[config.mk]
export PLATFORM = sky130hd
export DESIGN_NAME = lcd_rx_monitor
export DESIGN_NICKNAME = d
export VERILOG_FILES = /design/src/rtl/lcd_rx_monitor.sv
export SDC_FILE = /design/constraint.sdc
export NUM_CORES = 1
export LEC_CHECK = 0
export ABC_AREA = 1
export BUFFER_PORTS_ARGS = -buffer_cell sky130_fd_sc_hd__buf_2
export CORE_MARGIN = 2
export CORE_UTILIZATION = 60
export CTS_BUF_LIST = sky130_fd_sc_hd__clkbuf_2 sky130_fd_sc_hd__clkbuf_4 sky130_fd_sc_hd__clkbuf_8
export DETAILED_ROUTE_END_ITERATION = 8
export GPL_ROUTABILITY_DRIVEN = 0
export GPL_TIMING_DRIVEN = 0
export PLACE_DENSITY = 0.83
export SYNTH_ARGS = -nofsm -noshare
export SYNTH_HDL_FRONTEND = slang
export SYNTH_SLANG_ARGS = --single-unit
[constraint.sdc]
create_clock -name clk_in -period 7.4 [get_ports clk_in]
set_input_delay 0.74 -clock clk_in [delete_from_list [all_inputs] [get_ports clk_in]]
set_output_delay 0.74 -clock clk_in [all_outputs]
set_load 0.005 [all_outputs]
[src/rtl/lcd_rx_monitor.sv]
`default_nettype none
// ============================================================================
// lcd_rx_monitor : parallel RGB LCD receiver; rebuilds pixel stream/coordinates,
//                  checks line/frame geometry, checksums frames, reports lock.
// Revision: 1.0
// ============================================================================
module lcd_rx_monitor #(
    parameter int H_ACTIVE        = 800,
    parameter int V_ACTIVE        = 480,
    parameter int SYNC_ACTIVE_LOW = 1,
    parameter int LOCK_FRAMES     = 2
) (
    input  logic        clk_in,
    input  logic        sys_rst,
    input  logic [23:0] rgb_in,
    input  logic        hsync_in,
    input  logic        vsync_in,
    input  logic        de_in,
    output logic        pix_valid,
    output logic [23:0] pix_data,
    output logic [10:0] pix_x,
    output logic [10:0] pix_y,
    output logic        line_done,
    output logic        frame_done,
    output logic [31:0] frame_sum,
    output logic [11:0] h_total,
    output logic        err_h,
    output logic        err_v,
    output logic        locked
);

    localparam logic [1:0]  ST_SEARCH = 2'd0;
    localparam logic [1:0]  ST_SYNCED = 2'd1;
    localparam logic [1:0]  ST_LOCKED = 2'd2;

    localparam logic [10:0] C_H_EXP    = 11'(H_ACTIVE);
    localparam logic [10:0] C_V_EXP    = 11'(V_ACTIVE);
    localparam logic [3:0]  C_LOCK_N   = 4'(LOCK_FRAMES);
    localparam logic        C_SYNC_INV = (SYNC_ACTIVE_LOW != 0);
    localparam logic [10:0] C_CNT_MAX  = 11'h7FF;
    localparam logic [11:0] C_H_MAX    = 12'hFFF;

    // Input pipeline; sync levels stored as "asserted" = 1
    logic [23:0] rgb_s1_q;
    logic        hs_s1_q, vs_s1_q, de_s1_q;
    logic        hs_s2_q, vs_s2_q, de_s2_q;

    logic [1:0]  state_q, state_d;
    logic [10:0] x_q, x_d;
    logic [10:0] y_q, y_d;
    logic [31:0] sum_q, sum_d;
    logic [11:0] h_cnt_q, h_cnt_d;
    logic [3:0]  clean_q, clean_d;
    logic        frame_bad_q, frame_bad_d;

    logic        pix_valid_q, pix_valid_d;
    logic [23:0] pix_data_q, pix_data_d;
    logic [10:0] pix_x_q, pix_x_d;
    logic [10:0] pix_y_q, pix_y_d;
    logic        line_done_q, line_done_d;
    logic        frame_done_q, frame_done_d;
    logic [31:0] frame_sum_q, frame_sum_d;
    logic [11:0] h_total_q, h_total_d;
    logic        err_h_q, err_h_d;
    logic        err_v_q, err_v_d;

    logic        w_hs_norm, w_vs_norm;
    logic        w_acc, w_acc_prev, w_trail, w_vs_lead, w_hs_lead;
    logic        w_checking, w_clean;
    logic [10:0] w_x_inc, w_lines;
    logic [3:0]  w_clean_inc;

    assign w_hs_norm = C_SYNC_INV ? ~hsync_in : hsync_in;
    assign w_vs_norm = C_SYNC_INV ? ~vsync_in : vsync_in;

    // de during vsync is not part of the picture, so edges are taken on the
    // qualified enable rather than raw de
    assign w_acc      = de_s1_q & ~vs_s1_q;
    assign w_acc_prev = de_s2_q & ~vs_s2_q;
    assign w_trail    = w_acc_prev & ~w_acc;
    assign w_vs_lead  = vs_s1_q & ~vs_s2_q;
    assign w_hs_lead  = hs_s1_q & ~hs_s2_q;

    assign w_x_inc     = (x_q == C_CNT_MAX) ? x_q : x_q + 11'd1;
    assign w_lines     = (w_trail && (y_q != C_CNT_MAX)) ? y_q + 11'd1 : y_q;
    assign w_clean_inc = (clean_q == 4'hF) ? clean_q : clean_q + 4'd1;

    assign w_checking = (state_q != ST_SEARCH);
    assign err_h_d    = w_trail & w_checking & (x_q != C_H_EXP);
    assign err_v_d    = w_vs_lead & w_checking & (w_lines != C_V_EXP);
    assign w_clean    = ~(frame_bad_q | err_h_d | err_v_d);

    always_comb begin
        state_d      = state_q;
        x_d          = x_q;
        y_d          = y_q;
        sum_d        = sum_q;
        h_cnt_d      = h_cnt_q;
        clean_d      = clean_q;
        frame_bad_d  = frame_bad_q;
        pix_valid_d  = 1'b0;
        pix_data_d   = pix_data_q;
        pix_x_d      = pix_x_q;
        pix_y_d      = pix_y_q;
        line_done_d  = 1'b0;
        frame_done_d = 1'b0;
        frame_sum_d  = frame_sum_q;
        h_total_d    = h_total_q;

        if (w_hs_lead) begin
            h_total_d = h_cnt_q;
            h_cnt_d   = 12'd1;
        end else if (h_cnt_q != C_H_MAX) begin
            h_cnt_d = h_cnt_q + 12'd1;
        end

        if (w_acc) begin
            pix_valid_d = 1'b1;
            pix_data_d  = rgb_s1_q;
            pix_x_d     = x_q;
            pix_y_d     = y_q;
            x_d         = w_x_inc;
            sum_d       = sum_q + {8'd0, rgb_s1_q};
        end

        if (w_trail) begin
            line_done_d = 1'b1;
            x_d         = 11'd0;
            y_d         = w_lines;
        end

        if (err_h_d) begin
            frame_bad_d = 1'b1;
        end

        // Lock is dropped one cycle after an error pulse is visible
        if ((state_q == ST_LOCKED) && (err_h_q || err_v_q)) begin
            state_d = ST_SYNCED;
            clean_d = 4'd0;
        end

        // The line closed in this cycle is already folded into w_lines
        if (w_vs_lead) begin
            x_d         = 11'd0;
            y_d         = 11'd0;
            sum_d       = 32'd0;
            frame_bad_d = 1'b0;
            if (state_q == ST_SEARCH) begin
                state_d = ST_SYNCED;
            end else begin
                frame_done_d = 1'b1;
                frame_sum_d  = sum_q;
                if (w_clean) begin
                    clean_d = w_clean_inc;
                    if (w_clean_inc >= C_LOCK_N) begin
                        state_d = ST_LOCKED;
                    end
                end else begin
                    clean_d = 4'd0;
                    state_d = ST_SYNCED;
                end
            end
        end
    end

    always_ff @(posedge clk_in or posedge sys_rst) begin
        if (sys_rst) begin
            rgb_s1_q     <= 24'd0;
            hs_s1_q      <= 1'b0;
            vs_s1_q      <= 1'b0;
            de_s1_q      <= 1'b0;
            hs_s2_q      <= 1'b0;
            vs_s2_q      <= 1'b0;
            de_s2_q      <= 1'b0;
            state_q      <= ST_SEARCH;
            x_q          <= 11'd0;
            y_q          <= 11'd0;
            sum_q        <= 32'd0;
            h_cnt_q      <= 12'd0;
            clean_q      <= 4'd0;
            frame_bad_q  <= 1'b0;
            pix_valid_q  <= 1'b0;
            pix_data_q   <= 24'd0;
            pix_x_q      <= 11'd0;
            pix_y_q      <= 11'd0;
            line_done_q  <= 1'b0;
            frame_done_q <= 1'b0;
            frame_sum_q  <= 32'd0;
            h_total_q    <= 12'd0;
            err_h_q      <= 1'b0;
            err_v_q      <= 1'b0;
        end else begin
            rgb_s1_q     <= rgb_in;
            hs_s1_q      <= w_hs_norm;
            vs_s1_q      <= w_vs_norm;
            de_s1_q      <= de_in;
            hs_s2_q      <= hs_s1_q;
            vs_s2_q      <= vs_s1_q;
            de_s2_q      <= de_s1_q;
            state_q      <= state_d;
            x_q          <= x_d;
            y_q          <= y_d;
            sum_q        <= sum_d;
            h_cnt_q      <= h_cnt_d;
            clean_q      <= clean_d;
            frame_bad_q  <= frame_bad_d;
            pix_valid_q  <= pix_valid_d;
            pix_data_q   <= pix_data_d;
            pix_x_q      <= pix_x_d;
            pix_y_q      <= pix_y_d;
            line_done_q  <= line_done_d;
            frame_done_q <= frame_done_d;
            frame_sum_q  <= frame_sum_d;
            h_total_q    <= h_total_d;
            err_h_q      <= err_h_d;
            err_v_q      <= err_v_d;
        end
    end

    assign pix_valid  = pix_valid_q;
    assign pix_data   = pix_data_q;
    assign pix_x      = pix_x_q;
    assign pix_y      = pix_y_q;
    assign line_done  = line_done_q;
    assign frame_done = frame_done_q;
    assign frame_sum  = frame_sum_q;
    assign h_total    = h_total_q;
    assign err_h      = err_h_q;
    assign err_v      = err_v_q;
    assign locked     = (state_q == ST_LOCKED);

endmodule
`default_nettype wire

Word level (Yosys, flattened, before mapping):

Index checks and enable logic that the tools add are counted.
W data, S select, Z words.

* add/sub/neg operators: 5
* order comparisons: 1
* equality and inequality tests: 8
* mux-type cells: 27
* bitwise operators: 18
* reduce and logical (&&, ||, !) cells: 12

Operator list (count)
* $mux W11: 7
* $mux W32: 2
* $add A32 B24 Y32: 1
* $mux W12: 2
* $add A11 B1 Y11 const B: 2
* $mux W4: 5
* $add A12 B1 Y12 const B: 1
* $ne A12 B12 Y1 const B: 1
* $eq A11 B11 Y1 const B: 1
* $ne A11 B10 Y1 const B: 1
* $ne A11 B11 Y1 const B: 1
* $ne A11 B9 Y1 const B: 1
* $mux W2: 5
* $reduce_bool A2 Y1: 5
* $and A1 B1 Y1: 9
* $not A1 Y1: 7
* $mux W1: 6
* $add A4 B1 Y4 const B: 1
* $eq A4 B4 Y1 const B: 1
* $ge A4 B2 Y1 const B: 1
* $reduce_and A2 Y1: 2
* $ne A3 B3 Y1 const B: 1
* $reduce_bool A3 Y1: 1
* $eq A2 B2 Y1 const B: 1
* 4 further kinds: 6

* register bits after elaboration: 198
* input bits: 29
* output and inout bits: 96
* word-level logic and storage cells: 95

Longest topological paths before layout:

Gate-level depths: netlist (run 1).

* depth after elaboration: 12
* mapped depth: 17
* mapped depth without buffers: 17

Worst setup path before layout (run 1):

No wires, ideal clock.

* kind: reg2reg
* start point: reg rgb_s1_q[0]
* end point: reg sum_q[20]
* data arrival time: 1.845 ns
* slack: 5.424 ns
* stages on the path, launching flop included: 13
* buffers on the path: 0
* path through: dfrtp_1 > ha_1 > fa_1 > nand2_1 > o21ai_1 > a21oi_1 > o21ai_1 > nand2_1 > nand2_1 > nand2_1 > nand3_1 > nand3_1 > o21ai_0

* longest elaborated chain between the ends: 3

RTL lines
* start: declaration: line 44 `logic [23:0] rgb_s1_q;`
* start signal: assignment: line 193 `rgb_s1_q <= rgb_in;`
* $add A32 B24 Y32: line 123 `sum_d = sum_q + {8'd0, rgb_s1_q};`
* $mux W32: line 117 `if (w_acc) begin`
* $mux W32: line 143 `if (w_vs_lead) begin`
* end signal: assignment: line 203 `sum_q <= sum_d;`
* end: declaration: line 51 `logic [31:0] sum_q, sum_d;`

No other way between the ends. The select of a mux whose other input is x is not followed.
A chain may end at the register's enable or synchronous reset.

Worst setup path in the final report (run 1):

Same ends and word-level chain as after synthesis.

==> results of run 1 <==
## synthesized netlist by cell type, types with 4 or more instances
cell,number
a21oi_1,61
a31oi_1,4
clkbuf_1,24
dfrtp_1,198
ha_1,29
inv_1,116
nand2_1,338
nand2_2,5
nand3_1,47
nand4_1,11
nor2_1,90
nor2_2,5
nor3_1,18
o21ai_0,126
o21ai_1,5
o22ai_1,14
xor2_1,5
## through the flow
stage          setup TNS [ns]   util  area (um^2)  std cells  hold slack [ns]
4_1_cts                     0  0.698        10600       1475            0.282
3_3_place_gp          -141.24  0.668        10200       1442            0.358
6_report                    0  0.698        10600       1475            0.290
3_5_place_dp                0  0.671        10200       1443            0.363
2_1_floorplan               0      -         9310       1130            0.354
5_1_grt                     0  0.698        10600       1475            0.308
## cells in the final DEF, fill, tap and decap left out, types with 2 or more instances in the layout
| cell type | n |
|---|---|
| nand2_1 | 338 |
| dfrtp_1 | 198 |
| o21ai_0 | 126 |
| buf_2 | 126 |
| inv_1 | 115 |
| nor2_1 | 90 |
| a21oi_1 | 61 |
| nand3_1 | 47 |
| ha_1 | 29 |
| clkbuf_1 | 24 |
| nor3_1 | 18 |
| clkbuf_8 | 17 |
| o22ai_1 | 14 |
| nand4_1 | 11 |
| inv_8 | 8 |
| nor2_2 | 5 |
| nand2_2 | 5 |
| xor2_1 | 5 |
| o21ai_1 | 5 |
| a31oi_1 | 4 |
| inv_2 | 3 |
| nor2_4 | 3 |
| nand2_4 | 3 |
| buf_1 | 3 |
| nor4_1 | 3 |
| o21a_1 | 3 |
| a21o_1 | 3 |
| inv_6 | 3 |
| xnor2_1 | 2 |
| clkinvlp_4 | 2 |
## routing by layer
metal | share of wire | vias to the layer above | track usage
li1 | - | 3961 | -
met1 | 0.44 | 3827 | 0.389
met2 | 0.47 | 271 | 0.455
met3 | 0.063 | 37 | 0.0649
met4 | 0.020 | 2 | 0.0844
met5 | 0.00059 | - | 0
## worst min-delay path by stage
stage,slack [ns],startpoint,endpoint,cells after the start
6_report,0.29,sys_rst,h_cnt_q[2],2
5_1_grt,0.31,sys_rst,h_cnt_q[0],2
4_1_cts,0.28,sys_rst,h_cnt_q[2],2
3_5_place_dp,0.36,hs_s1_q,hs_s2_q,0
3_3_place_gp,0.36,hs_s1_q,hs_s2_q,0
2_1_floorplan,0.35,hs_s1_q,hs_s2_q,0
## power by group
part | switching, mW | internal, mW | total, mW
clock network | 0.433 | 0.288 | 0.722
registers | 0.125 | 1.27 | 1.39
logic | 0.566 | 0.326 | 0.892
## area by class of cell
class                      count  share of cell area
buffer                        29              0.0105
clock buffer                  17              0.0221
clock inverter                15              0.0165
inverter                     119              0.0428
multi-input combinational    784               0.358
sequential                   198               0.467
tap                          188              0.0222
timing repair buffer         125              0.0611
## kinds of logic after synthesis
group           count (synthesis)  share of synthesized area
fa+ha+maj                      30                     0.0411
buf+inv                       148                     0.0600
xor+xnor                        7                    0.00659
mux                             1                    0.00108
simple gates                  527                      0.236
compound gates                219                      0.123
flops                         198                      0.532
## worst register-to-register path: stages (launching register included)
cell and delay [ns]:
dfrtp_1 0.42, ha_1 0.24, fa_1 0.40, nand2_1 0.10, o21ai_1 0.09, a21oi_1 0.32, o21ai_1 0.22, nand2_1 0.10
nand2_1 0.08, nand2_1 0.12, nand3_1 0.09, nand3_1 0.08, o21ai_0 0.09
## flip-flops by register name, indices dropped and copies added, names as in the netlist, 2 cells and up
register,cells
clean_q,4
frame_sum,32
h_cnt_q,12
h_total,12
pix_data,24
pix_x,11
pix_y,11
rgb_s1_q,24
state_q,2
sum_q,32
x_q,11
y_q,11
==> results.json, run 1 <==
{
  "synthArstFlopShare": 1.00,
  "post-place-ws_ns": 4.99,
  "r2r_cells": 12,
  "max_slew_margin": 0.537,
  "die_w_um": 129,
  "worstSetupEndpointType": "flip-flop",
  "setup_slack_ns": 4.95,
  "multi_input_area_um2": 3790,
  "start_util": 0.612,
  "wirelength_um": 22200,
  "synth_area_per_cell_um2": 8.24,
  "n_fill_cell": 1217,
  "grt_setup_unrepaired": "no",
  "post_cts_buffers": 0,
  "hold_buffers": 0,
  "startpoint": "rgb_s1_q[0]",
  "status": "finished, final reports clean",
  "ant_nets": 0,
  "drc": 0,
  "drt_iter0_markers": 778,
  "htree_num_levels": 4,
  "maxSlewViolCount": 0,
  "r2r_slack_ns": 4.95,
  "setup_viol": 0,
  "core_um2": 15200,
  "viasPerCell": 5.49,
  "grt_use_total": 0.283,
  "overflow": 0,
  "yosysWarnings": 0,
  "clkLatencyLatePin_ns": 0.49,
  "cp.depth": 12,
  "syn_nets": 1189,
  "p_per_area_nw_per_um2": 283,
  "reg2reg_to": "sum_q[20]",
  "crit_arrival_ns": 2.81,
  "synth_cell_types": 35,
  "crit_fanout": 4,
  "max_stage_delay_ns": 0.42,
  "power_leakage_nw": 5.44,
  "layout-drive-gt1-share": 0.141,
  "wl_per_cell_um": 15.1,
  "cts_root_buf": "clkbuf_8",
  "netlist.top_cell.by_area": "dfrtp_1",
  "synth_area_leaders": "dfrtp_1, nand2_1, o21ai_0",
  "seqCellArea_um2": 4950,
  "yosys_most_used_dff": "dfrtp_1",
  "grt_pass1_wl_um": 36600,
  "clk_pin_slew_worst_paths_ns": 0.12,
  "worstMarginPinSlew_ns": 0.687,
  "cts.path.max_buffers": 2,
  "clock_skew_ns": 0.0165,
  "syn-instance-count": 1130,
  "synth_seq_area_share": 0.532,
  "antennaDiodeCount": 0,
  "boundaryPins": 125,
  "vias": 8098,
  "hold_class": "in -> async",
  "crit_slowest_cell": "dfrtp_1",
  "cts.sinks": 198,
  "endpoint": "sum_q[20]",
  "tritoncts": "yes",
  "min_period_over_period": 0.332,
  "crit_path_cell_trace": "ha_1 > fa_1 > nand2_1 > o21ai_1 > a21oi_1 > o21ai_1 > nand2_1 > nand2_1 > nand2_1 > nand3_1 > nand3_1 > o21ai_0",
  "synth_edf_count": 0,
  "fin_crit_ns": 2.45,
  "rr_startpoint": "rgb_s1_q[0]",
  "max-vdd-ir-drop_mv": 0.251,
  "grt_pass1_vias": 7658,
  "numCtsBuffers": 17,
  "antenna_found_initial": 1,
  "final_nets": 1333,
  "critPathTopFamily": "compound AO/OA/AOI/OAI gates",
  "drv_cap": 0,
  "synthesis.area_um2": 9310,
  "io_buffers": 124,
  "start_kind": "flip-flop",
  "crit_buf_inv": 0,
  "ctsResizeCount": 0,
  "p_total_mw": 3.00,
  "crit_path_frequent_cell": "nand2_1",
  "fmax_mhz": 408,
  "place_hpwl_um": 16400,
  "netlist.area_leader.share": 0.532,
  "ys_seq_elements": 198,
  "hold_violations": 0,
  "grt_max_degree": 132,
  "cp.required_ns": 7.76,
  "rows": 45,
  "area_growth_pct": 14.0,
  "path_class": "reg -> reg",
  "dr.pass1.iters": 5,
  "die_area_um2": 16500,
  "die_h_um": 129
}
No activity file was read; power rests on OpenSTA's default activity.
==> run 2: changes to the inputs <==
==> constraint.sdc (replaced) <==
create_clock -name clk_in -period 2.4 [get_ports clk_in]
set_input_delay 0.24 -clock clk_in [delete_from_list [all_inputs] [get_ports clk_in]]
set_output_delay 0.24 -clock clk_in [all_outputs]
set_load 0.005 [all_outputs]
==> run 2 against run 1 <==
Net effect: register-to-register slack got worse by 4.8 ns; clock skew up 0.0037 ns; critical path depth stayed put; clock power grew to 2.9 times the previous value; routed wire length is 0.95% higher; critical endpoint is now sum_q[26]; largest cell class unchanged; largest power group unchanged.
==> results.json, run 2 (same netlist as run 1, synthesis figures left out) <==
{
  "status": "finished, final reports clean",
  "io_buffers": 124,
  "hold_class": "in -> reg",
  "gr-usage-met3": 0.0507,
  "place_hpwl_um": 16500,
  "ant_nets": 0,
  "crit_slowest_cell": "dfrtp_1",
  "worstMarginPinSlew_ns": 0.863,
  "r2r_cells": 12,
  "max-vdd-ir-drop_mv": 0.534,
  "grt_pass1_wl_um": 36900,
  "hold_start": "rgb_in[5]",
  "rr_startpoint": "rgb_s1_q[0]",
  "final_nets": 1365,
  "boundaryPins": 125,
  "drt_iter0_markers": 596,
  "setup_viol": 0,
  "max_stage_delay_ns": 0.43,
  "tritoncts": "yes",
  "cts.sinks": 198,
  "worstHoldPathCells": 2,
  "fmax_mhz": 447,
  "busiest_layer": "met2",
  "power_leakage_nw": 5.58,
  "crit_path_cell_trace": "ha_2 > fa_1 > nand2_1 > o21ai_2 > a21oi_4 > o21ai_1 > nand2_1 > nand2_1 > nand2_1 > nand2_1 > a21oi_1 > nor2_1",
  "clk_pin_slew_worst_paths_ns": 0.11,
  "antennaDiodeCount": 0,
  "cp.required_ns": 2.77,
  "p_per_area_nw_per_um2": 844,
  "antenna_found_initial": 0,
  "core_um2": 15200,
  "cts_root_buf": "clkbuf_8",
  "final_cell_mix": "nand2_1, dfrtp_1, buf_2, o21ai_0, inv_1",
  "rows": 45,
  "die_area_um2": 16500,
  "place_inst": 1446,
  "layout-drive-gt1-share": 0.149,
  "r2r_slack_ns": 0.16,
  "area_growth_pct": 17.7,
  "grtUsageMet2": 0.460,
  "crit_buf_inv": 0,
  "hold_violations": 0,
  "drc": 0,
  "path_class": "reg -> reg",
  "wirelength_um": 22400,
  "reg2reg_to": "sum_q[26]",
  "min_period_over_period": 0.932,
  "numCtsBuffers": 17,
  "die_h_um": 129,
  "holdPathEnd": "rgb_s1_q[5]",
  "fin_crit_ns": 2.24,
  "fin_util": 0.721,
  "max_slew_margin": 0.424,
  "start_util": 0.612,
  "viasPerCell": 5.50,
  "grt_max_degree": 45,
  "gr-usage-met1": 0.390,
  "final_cell_count_no_fill": 1507,
  "crit_fanout": 4,
  "final_common_cell": "nand2_1",
  "grt_pass1_vias": 7724,
  "wl_per_cell_um": 14.9,
  "grt_use_total": 0.284,
  "cts.path.max_buffers": 2,
  "vias": 8282,
  "clock_skew_ns": 0.0202,
  "start_kind": "flip-flop",
  "critPathTopFamily": "compound AO/OA/AOI/OAI gates",
  "setup_slack_ns": 0.164,
  "crit_arrival_ns": 2.61,
  "fin_tns_setup_ns": 0,
  "dr.pass1.iters": 5,
  "die_w_um": 129,
  "post-place-ws_ns": -0.0312,
  "worstSetupEndpointType": "flip-flop",
  "clkLatencyLatePin_ns": 0.49,
  "crit_path_frequent_cell": "nand2_1",
  "overflow": 0,
  "cp.depth": 12,
  "maxSlewViolCount": 0,
  "drv_cap": 0,
  "htree_num_levels": 4
}
[run 2: cell types whose count changed in the layout (fill, tap and decap cells not counted), moves of 2 or more]
cell           previous run  this run
dlygate4sd3_1             0        28
inv_8                     8         3
buf_12                    0         4
o21ai_0                 126       123
o21ai_2                   0         3
a21oi_1                  61        59
clkinv_2                  0         2
clkinv_4                  1         3
[run 2: how the worst max path moves through the flow]
stage / endpoint / slack, ns / from
2_1_floorplan: clean_q[0] / -0.40 / sys_rst
3_3_place_gp: rgb_s1_q[15] / -1.50 / sys_rst
3_5_place_dp: sum_q[20] / -0.03 / rgb_s1_q[0]
4_1_cts: sum_q[20] / 0.06 / rgb_s1_q[0]
5_1_grt: sum_q[30] / -0.0007 / rgb_s1_q[18]
6_report: sum_q[26] / 0.16 / rgb_s1_q[0]
[run 2: per-layer routing]
metal / vias up / share of wire
li1: 4021 / -
met4: 0 / 0.021
met5: - / 0
met2: 272 / 0.48
met1: 3948 / 0.45
met3: 41 / 0.058
[run 2: worst register-to-register path: stages (launching register included)]
cell	delay, ns
dfrtp_1	0.43
ha_2	0.21
fa_1	0.37
nand2_1	0.12
o21ai_2	0.11
a21oi_4	0.24
o21ai_1	0.14
nand2_1	0.09
nand2_1	0.08
nand2_1	0.06
nand2_1	0.07
a21oi_1	0.15
nor2_1	0.07
[run 2: metrics by stage]
stage          hold WS [ns]  power (mW)  area, um^2
2_1_floorplan         0.271        6.12        9310
3_3_place_gp          0.348        6.95       10200
3_5_place_dp          0.349        7.07       10200
4_1_cts               0.358        9.20       10900
5_1_grt               0.373        9.86       11000
6_report              0.376        9.24       11000
[run 2: where the power goes]
| part | internal, mW | total, mW | switching, mW | leakage (nW) |
|---|---|---|---|---|
| clock network | 0.863 | 2.10 | 1.24 | 0.193 |
| logic | 1.07 | 2.86 | 1.79 | 2.82 |
| registers | 3.90 | 4.28 | 0.379 | 2.57 |
[run 2: cell type report]
cell class	count	area [um^2]
tap	188	235
inverter	119	450
clock buffer	18	241
fill	1217	4250
sequential	198	4950
buffer	29	111
clock inverter	14	141
multi-input combinational	784	3830
timing repair buffer	157	988
[run 2: repair_timing]
action                                  in CTS  in global routing
gates resized for setup                      1                 13
setup buffers                                0                  1
endpoints found under the setup margin       3                 16
hold buffers                                28                  0
pin swaps                                    0                  2
endpoints found under the hold margin       63                  0
